<file path="src/rtl/exc_pkg.sv">
`default_nettype none
// ============================================================================
// Package     : exc_pkg
// Description : Shared constants for the writeback exception unit: pipeline
//               exception source indices and the source-to-code mapping.
// Revision    : 1.0 - initial release
// ============================================================================
package exc_pkg;

    // Pipeline exception sources, in priority order (lowest index wins)
    localparam int SRC_ADD  = 0;  // add r-type
    localparam int SRC_ADDI = 1;  // addi
    localparam int SRC_SUB  = 2;  // sub r-type

    // Exception code written to the status register for pipeline source idx.
    // Code 0 is reserved for "no exception", hence the +1 offset.
    function automatic int unsigned code_of(input int unsigned idx);
        return idx + 32'd1;
    endfunction

endpackage : exc_pkg
`default_nettype wire

</file>
<file path="src/rtl/exc_pending_slot.sv">
`default_nettype none
// ============================================================================
// Module      : exc_pending_slot
// Description : One-entry holding buffer for late multdiv exceptions. A load
//               into a full slot is dropped and flagged as an overrun, unless
//               the slot is being emptied on the same edge.
// Revision    : 1.0 - initial release
// ============================================================================
module exc_pending_slot #(
    parameter int DATA_W = 32
) (
    input  logic              clock,
    input  logic              reset,
    input  logic              load,
    input  logic [DATA_W-1:0] load_code,
    input  logic              take,
    input  logic              clr,
    output logic              full,
    output logic [DATA_W-1:0] code,
    output logic              overrun
);

    logic              full_q,    full_d;
    logic [DATA_W-1:0] code_q,    code_d;
    logic              overrun_q, overrun_d;

    // Next-state: take empties, load fills; a load that finds the slot still
    // occupied keeps the old code and raises the sticky overrun instead.
    always_comb begin
        full_d    = full_q;
        code_d    = code_q;
        overrun_d = overrun_q;
        if (clr) begin
            overrun_d = 1'b0;
        end
        if (take) begin
            full_d = 1'b0;
        end
        if (load) begin
            if (full_q && !take) begin
                overrun_d = 1'b1;
            end else begin
                full_d = 1'b1;
                code_d = load_code;
            end
        end
    end

    // Slot state registers; reset discards any buffered exception
    always_ff @(posedge clock or negedge reset) begin
        if (!reset) begin
            full_q    <= 1'b0;
            code_q    <= '0;
            overrun_q <= 1'b0;
        end else begin
            full_q    <= full_d;
            code_q    <= code_d;
            overrun_q <= overrun_d;
        end
    end

    assign full    = full_q;
    assign code    = code_q;
    assign overrun = overrun_q;

endmodule : exc_pending_slot
`default_nettype wire

</file>
<file path="src/rtl/exc_writeback_ctrl.sv">
`default_nettype none
// ============================================================================
// Module      : exc_writeback_ctrl
// Description : Writeback-stage exception unit. ALU overflow on a flagged op
//               type redirects the writeback to the status register; late
//               multdiv exceptions wait in a one-entry slot and are injected
//               on the next writeback bubble. Registered output stage, sticky
//               status code and saturating exception counter.
// Revision    : 1.0 - initial release
// ============================================================================
module exc_writeback_ctrl
    import exc_pkg::*;
#(
    parameter int DATA_W     = 32,
    parameter int REG_W      = 5,
    parameter int STATUS_REG = 30,
    parameter int N_SRC      = 3,
    parameter int MD_CODE_W  = 3,
    parameter int CNT_W      = 8
) (
    input  logic                 clock,
    input  logic                 reset,
    input  logic                 stall,
    input  logic                 in_valid,
    input  logic                 in_we,
    input  logic [DATA_W-1:0]    in_data,
    input  logic [REG_W-1:0]     in_reg,
    input  logic [N_SRC-1:0]     op_sel,
    input  logic                 ovf,
    input  logic                 md_exc,
    input  logic [MD_CODE_W-1:0] md_code,
    input  logic                 clr_status,
    output logic                 out_we,
    output logic [DATA_W-1:0]    out_data,
    output logic [REG_W-1:0]     out_reg,
    output logic [DATA_W-1:0]    status_code,
    output logic [CNT_W-1:0]     exc_count,
    output logic                 md_overrun
);

    // Largest code is N_SRC + 2^MD_CODE_W; it must fit in the data path
    generate
        if ((64'(N_SRC) + (64'd1 << MD_CODE_W)) >= (64'd1 << DATA_W)) begin : g_width_check
            $error("exc_writeback_ctrl: exception codes do not fit in DATA_W");
        end
    endgenerate

    logic              w_wb;
    logic              w_hit;
    logic              w_inject;
    logic [DATA_W-1:0] w_hit_code;
    logic [DATA_W-1:0] w_md_code;
    logic              w_slot_full;
    logic [DATA_W-1:0] w_slot_code;
    int unsigned       w_hit_idx;

    logic              out_we_q,      out_we_d;
    logic [DATA_W-1:0] out_data_q,    out_data_d;
    logic [REG_W-1:0]  out_reg_q,     out_reg_d;
    logic [DATA_W-1:0] status_code_q, status_code_d;
    logic [CNT_W-1:0]  exc_count_q,   exc_count_d;

    assign w_wb      = in_valid & in_we;
    assign w_hit     = w_wb & ovf & (|op_sel);
    // A pending code may only use the write port when no instruction needs it
    assign w_inject  = !stall && w_slot_full && !w_wb;
    assign w_md_code = DATA_W'(N_SRC + 1) + DATA_W'(md_code);

    // Priority encoder: lowest set bit of op_sel selects the exception source
    always_comb begin
        w_hit_idx = 0;
        for (int i = N_SRC - 1; i >= 0; i--) begin
            if (op_sel[i]) begin
                w_hit_idx = i;
            end
        end
        w_hit_code = DATA_W'(code_of(w_hit_idx));
    end

    // md_exc is a one-cycle pulse, so the slot captures it even while stalled
    exc_pending_slot #(
        .DATA_W (DATA_W)
    ) u_slot (
        .clock     (clock),
        .reset     (reset),
        .load      (md_exc),
        .load_code (w_md_code),
        .take      (w_inject),
        .clr       (clr_status && !stall),
        .full      (w_slot_full),
        .code      (w_slot_code),
        .overrun   (md_overrun)
    );

    // Writeback mux plus status/counter update; stall holds everything
    always_comb begin
        logic              exc_wr;
        logic [DATA_W-1:0] exc_code;
        logic [CNT_W-1:0]  cnt_base;

        out_we_d      = out_we_q;
        out_data_d    = out_data_q;
        out_reg_d     = out_reg_q;
        status_code_d = status_code_q;
        exc_count_d   = exc_count_q;
        exc_wr        = 1'b0;
        exc_code      = '0;
        cnt_base      = clr_status ? '0 : exc_count_q;

        if (!stall) begin
            out_we_d   = w_wb;
            out_data_d = in_data;
            out_reg_d  = in_reg;
            if (w_hit) begin
                exc_wr   = 1'b1;
                exc_code = w_hit_code;
            end else if (w_inject) begin
                exc_wr   = 1'b1;
                exc_code = w_slot_code;
            end
            if (exc_wr) begin
                out_we_d   = 1'b1;
                out_data_d = exc_code;
                out_reg_d  = REG_W'(STATUS_REG);
            end

            // Clear first, then let a same-cycle exception land on top of it
            if (clr_status) begin
                status_code_d = '0;
                exc_count_d   = '0;
            end
            if (exc_wr) begin
                status_code_d = exc_code;
                exc_count_d   = (cnt_base == {CNT_W{1'b1}}) ? cnt_base : cnt_base + 1'b1;
            end
        end
    end

    // Output stage and sticky status registers
    always_ff @(posedge clock or negedge reset) begin
        if (!reset) begin
            out_we_q      <= 1'b0;
            out_data_q    <= '0;
            out_reg_q     <= '0;
            status_code_q <= '0;
            exc_count_q   <= '0;
        end else begin
            out_we_q      <= out_we_d;
            out_data_q    <= out_data_d;
            out_reg_q     <= out_reg_d;
            status_code_q <= status_code_d;
            exc_count_q   <= exc_count_d;
        end
    end

    assign out_we      = out_we_q;
    assign out_data    = out_data_q;
    assign out_reg     = out_reg_q;
    assign status_code = status_code_q;
    assign exc_count   = exc_count_q;

endmodule : exc_writeback_ctrl
`default_nettype wire

</file>
<file path="config.mk">
export PLATFORM = sky130hd
export DESIGN_NAME = exc_writeback_ctrl
export DESIGN_NICKNAME = d
export VERILOG_FILES = /design/src/rtl/exc_pkg.sv /design/src/rtl/exc_pending_slot.sv /design/src/rtl/exc_writeback_ctrl.sv
export SDC_FILE = /design/constraint.sdc
export NUM_CORES = 1
export LEC_CHECK = 0
export ABC_AREA = 1
export CORE_ASPECT_RATIO = 1.4
export CORE_MARGIN = 1.5
export CORE_UTILIZATION = 30
export CTS_CLUSTER_DIAMETER = 200
export DETAILED_ROUTE_END_ITERATION = 8
export SKIP_LAST_GASP = 1
export SLEW_MARGIN = 20
export SYNTH_ARGS = -nofsm -noshare
export SYNTH_HDL_FRONTEND = slang
export SYNTH_SLANG_ARGS = --single-unit
</file>
<file path="constraint.sdc">
create_clock -name clock -period 1.3 [get_ports clock]
set_input_delay 0.13 -clock clock [delete_from_list [all_inputs] [get_ports clock]]
set_output_delay 0.13 -clock clock [all_outputs]
set_load 0.05 [all_outputs]
</file>
==> results.ini, run 1 <==
[run_status]
status = complete, no violations

[worst_setup_path]
ff2ff_setup_slack_ns = 0.05
worstPathArrival_ns = 1.47
path_class = input port to flip-flop
cp_max_fo = 13
worst-r2r-cell-count = 5
regToRegEndpoint = out_data[20]$_DFFE_PN0N_
end_kind = flip-flop
worstSetupStartpointType = input port
required_ns = 1.50
worstReg2RegStart = u_slot.full$_DFF_PN0_

[timing]
fin_hold_ws_ns = 0.340
max_freq_mhz = 787
min_period_ns = 1.27
hold_viol_final = 0
drv_slew = 0
post-route-period-util_pct = 97.7
rsz0062_at_grt = yes
finClkSkew_ns = 0.00696
tns_ns = 0
finalSetupViolCount = 0

[layout]
largest_reg_flops = 32
diodes = 0
fill_cells = 836
multi_input_area_mm2 = 0.00112
area_growth_pct = 76.0
layout-drive-gt1-share_pct = 27.1
regArea_mm2 = 0.00141
layout.nets = 512
final_cells = 568

[detailed_routing]
wl_per_cell_um = 13.4
routed_wl_um = 7590
drc_errors = 0
ant_nets = 0
via_count = 2532
dr.pass1.iters = 4
first_iter_violations = 100
routed_via_density = 4.46

[floorplan]
io_pins = 130
initial_core_util_pct = 30.6
core_mm2 = 0.00898
die_height_um = 116
die_x_um = 83.9
dieArea_mm2 = 0.00975
placementRows = 41

[cts]
htreeDepth = 2
tritoncts = built
cts_buffer_depth = 2
cts_buffers = 5
cts.sinks = 56
root_buffer = clkbuf_16
cts.clk_slew.worst_paths_ns = 0.07
clock_latency_ns = 0.29

[synthesis]
yosysWarnings = 0
synth_area_mm2 = 0.00275
syn_avg_cell_area_um2 = 8.35
synth_cell_types = 30
ys_seq_area_share_pct = 51.0
synth_cells = 329
ys_ff_latch = 56

[power_and_ir_drop]
p_leak_nw = 2.33
finalPower_mw = 5.99
ir_drop_uv = 711
p_per_area_mw_per_mm2 = 1240

[placed_design]
io_buffers = 101
place_inst = 550
dp_hpwl_um = 5600
place_congestion = 0.827

[grt]
grt_pass1_wl_um = 12400
grt_max_degree = 57
first_global_vias = 2566
track_usage_pct = 15.7
antenna_found_initial = 0
grt_overflow = 0

[min_path]
min_path_type = input port to flip-flop
min_delay_path_depth = 5
hold-path-endpoint = out_we$_DFFE_PN0N_
worstHoldStart = in_valid

[run]
max_cap_violations = 0

==> worst max path at each step <==
stage	start	end	slack, ns
2_1_floorplan	exc_count[0]$_DFFE_PN0N_	exc_count[3]$_DFFE_PN0N_	0.003
3_3_place_gp	in_valid	exc_count[1]$_DFFE_PN0N_	-0.23
3_5_place_dp	op_sel[0]	out_reg[3]$_DFFE_PN0N_	-0.28
4_1_cts	exc_count[4]$_DFFE_PN0N_	exc_count[1]$_DFFE_PN0N_	0.02
5_1_grt	op_sel[1]	out_data[20]$_DFFE_PN0N_	-0.03
6_report	op_sel[1]	out_data[20]$_DFFE_PN0N_	0.03
==> cell usage in the layout, fill, tap and decap left out, types with 8 or more instances in the layout <==
cell type	count
nand2_1	104
buf_12	55
dfrtp_1	48
clkdlybuf4s50_1	46
o21ai_0	35
buf_4	30
conb_1	28
inv_1	23
nand3_1	17
nor2_1	12
dfrtp_2	8
==> per-layer routing <==
| metal | global-route usage, % | up-vias | routed length, µm |
|---|---|---|---|
| met5 | 0 | - | 0 |
| met3 | 2.90 | 6 | 374 |
| met1 | 17.7 | 1197 | 2910 |
| met2 | 30.3 | 87 | 4220 |
| met4 | 4.26 | 0 | 79 |
| li1 | - | 1242 | - |
==> critical path: stages <==
cell and delay, ns:
clkdlybuf4s50_1 0.45, nor2_2 0.11, nand2_2 0.08, nand2_4 0.12
nand2_8 0.09, buf_4 0.15, clkbuf_16 0.16, o21ai_0 0.19
==> synthesized netlist by cell type (all sizes together) <==
library cell	n	share of area (%)
a21oi	2	0.36
and2	1	0.23
buf	34	8.7
clkbuf	6	0.87
conb	1	0.14
dfrtp	56	51
ha	1	0.46
inv	28	3.9
nand2	112	17
nand3	21	4.5
nand3b	1	0.27
nand4	2	0.46
nor2	17	2.9
nor3	2	0.36
o211ai	1	0.27
o21ai	35	6.4
o21bai	1	0.27
o22ai	6	1.4
o2bb2ai	1	0.32
xnor2	1	0.32
==> through the flow <==
| stage | setup slack, ns | area, µm² | utilization (%) |
|---|---|---|---|
| final | 0.0296 | 4830 | 53.9 |
| after global routing | -0.0331 | 4830 | 53.9 |
| after CTS | 0.0159 | 4690 | 52.2 |
| after detailed placement | -0.285 | 4490 | 50.0 |
| after global placement | -0.230 | 4490 | 50.0 |
| after floorplan | 0.00323 | 2870 | - |
==> what timing repair did <==
item                                    in CTS  in global routing
endpoints found under the setup margin       0                 15
resized for setup                            0                 15
endpoints found under the hold margin       56                  0
hold buffers                                 1                  0
buffers inserted                             0                  8
==> logic make-up after synthesis <==
kind of cell	Yosys count	synth area share, %
compound gates	46	8.97
xor+xnor	1	0.319
fa+ha+maj	1	0.455
buf+inv	68	13.5
flops	56	51.0
other cells	1	0.136
simple gates	156	25.6
==> final cells by class <==
class | count | area share, %
multi-input cells | 232 | 23.1
inverters | 28 | 2.33
repair buffers | 137 | 38.6
clock buffers | 5 | 2.59
flip-flops and latches | 56 | 29.2
well taps | 107 | 2.77
clock inverters | 3 | 1.42
==> power breakdown <==
group	switching [mW]	leakage, nW	internal [mW]
logic	1.17	1.54	0.965
registers	0.195	0.689	1.93
clock network	0.620	0.0944	1.11
Note: power is estimated with default switching activity, not from simulation.
==> run 2: changes to the inputs <==
SLEW_MARGIN = not set   (was 20)
clock period = 1.25 ns   (was 1.3 ns; I/O delays follow)
==> run 2 against run 1 <==
Clock-buffer cell count grew 1. Worst hold slack lost 0.049 ns. Clock power shrank 18%. Die area is the same. Largest cell class unchanged.
==> results.ini, run 2 (same netlist as run 1, synthesis figures left out) <==
[layout]
largest_reg_flops = 32
regArea_mm2 = 0.00141
fill_cells = 808
mostFrequentLayoutCells = 104 x nand2_1, 53 x buf_12, 48 x dfrtp_1, 43 x clkdlybuf4s50_1, 35 x o21ai_0
final_common_cell = nand2_1
layout-drive-gt1-share_pct = 27.5
layout.nets = 509
area_growth_pct = 74.0
diodes = 0
multi_input_area_mm2 = 0.00115

[floorplan]
dieArea_mm2 = 0.00975
core_mm2 = 0.00898
io_pins = 130
placementRows = 41
initial_core_util_pct = 30.6
die_height_um = 116
die_x_um = 83.9

[placed_design]
io_buffers = 101
place_congestion = 0.864
dpl_worst_slack_ns = -0.331
dp_hpwl_um = 5400

[worst_setup_path]
path_class = input port to flip-flop
required_ns = 1.42
worstPathArrival_ns = 1.39
worstSetupStartpointType = input port
cp_max_fo = 5
end_kind = flip-flop

[grt]
antenna_found_initial = 0
first_global_vias = 2404
grt_pass1_wl_um = 11500
grt_max_degree = 57
grt_overflow = 0
track_usage_pct = 14.7

[power_and_ir_drop]
p_per_area_mw_per_mm2 = 1220
p_leak_nw = 2.31
ir_drop_uv = 582

[cts]
tritoncts = built
cts.sinks = 56
cts_buffers = 5
root_buffer = clkbuf_16
cts.clk_slew.worst_paths_ns = 0.07
clock_latency_ns = 0.29
cts_buffer_depth = 2
htreeDepth = 2

[timing]
hold_viol_final = 0
tns_ns = 0
finClkSkew_ns = 0.00187
finalSetupViolCount = 0
max_freq_mhz = 820
post-route-period-util_pct = 97.6
worst_slack_ns = 0.0300
fin_hold_ws_ns = 0.291
drv_slew = 0
min_period_ns = 1.22
rsz0062_at_grt = yes

[run]
max_cap_violations = 0

[detailed_routing]
routed_wl_um = 7160
drc_errors = 0
wl_per_cell_um = 12.7
dr.pass1.iters = 4
ant_nets = 0
first_iter_violations = 90
via_count = 2487
routed_via_density = 4.40

[min_path]
min_path_type = input port to flip-flop

[run_status]
status = complete, no violations

==> run 2: cell count changes in the layout (fill, tap and decap cells not counted), sizes merged <==
| cell | change |
|---|---|
| clkdlybuf4s50 | -3 |
| clkinv | +3 |
| dlymetal6s2s | +3 |
| buf | -2 |
| bufinv | -2 |
| inv | -2 |
==> run 2: stage by stage <==
stage | instance area (µm²) | std cells | util (%) | power [mW]
final | 4780 | 565 | 53.2 | 5.81
after global routing | 4780 | 565 | 53.2 | 6.06
after CTS | 4660 | 558 | 51.9 | 5.86
after detailed placement | 4490 | 549 | 50.0 | 4.41
after floorplan | 2890 | 356 | - | 3.30
after global placement | 4490 | 549 | 50.0 | 4.39
==> run 2: worst max-delay path, cell delays in order <==
cell and delay, ns:
clkdlybuf4s50_1 0.46, inv_1 0.08, nand2_2 0.11, nand2_4 0.08
nand2_8 0.11, nand2_8 0.06, nor2_4 0.14, nand2_2 0.09
xnor2_2 0.14
==> run 2: final cells by class <==
class / count / share of cell area (%)
repair buffers: 134 / 38.1
flip-flops and latches: 56 / 29.5
multi-input cells: 232 / 24.1
clock buffers: 6 / 2.91
well taps: 107 / 2.80
inverters: 28 / 2.41
clock inverters: 2 / 0.209
==> run 2: layer usage <==
metal | wire, µm | vias up | GRT usage, %
li1 | - | 1237 | -
met1 | 2820 | 1153 | 16.6
met2 | 3830 | 86 | 27.2
met3 | 407 | 11 | 3.46
met4 | 110 | 0 | 5.03
met5 | 0 | - | 0
==> run 2: worst paths after layout <==
check	end	from	depth (start not counted)	slack (ns)
max in group asynchronous	exc_count[1]$_DFFE_PN0N_	reset	3	0.63
hold / removal	out_we$_DFFE_PN0N_	in_valid	5	0.29
hold reg to reg	u_slot.code[1]$_DFFE_PN0P_	u_slot.code[1]$_DFFE_PN0P_	2	0.50
setup reg to reg	exc_count[2]$_DFFE_PN0N_	exc_count[0]$_DFFE_PN0N_	7	0.04
min in group asynchronous	u_slot.code[0]$_DFFE_PN0P_	reset	3	0.36
setup / recovery	exc_count[2]$_DFFE_PN0N_	op_sel[2]	9	0.03
==> run 2: repair_timing <==
action / CTS / global route
endpoints found under the setup margin: 5 / 39
endpoints found under the hold margin: 56 / 0
gates resized for setup: 3 / 20
hold buffers: 1 / 0
pin swaps: 0 / 9
setup buffers: 0 / 7
==> run 2: power by group <==
| part | total [mW] | switching, mW | internal, mW |
|---|---|---|---|
| registers | 2.21 | 0.204 | 2.00 |
| logic | 2.19 | 1.21 | 0.977 |
| clock network | 1.42 | 0.625 | 0.792 |
| total | 5.81 | 2.04 | 3.77 |
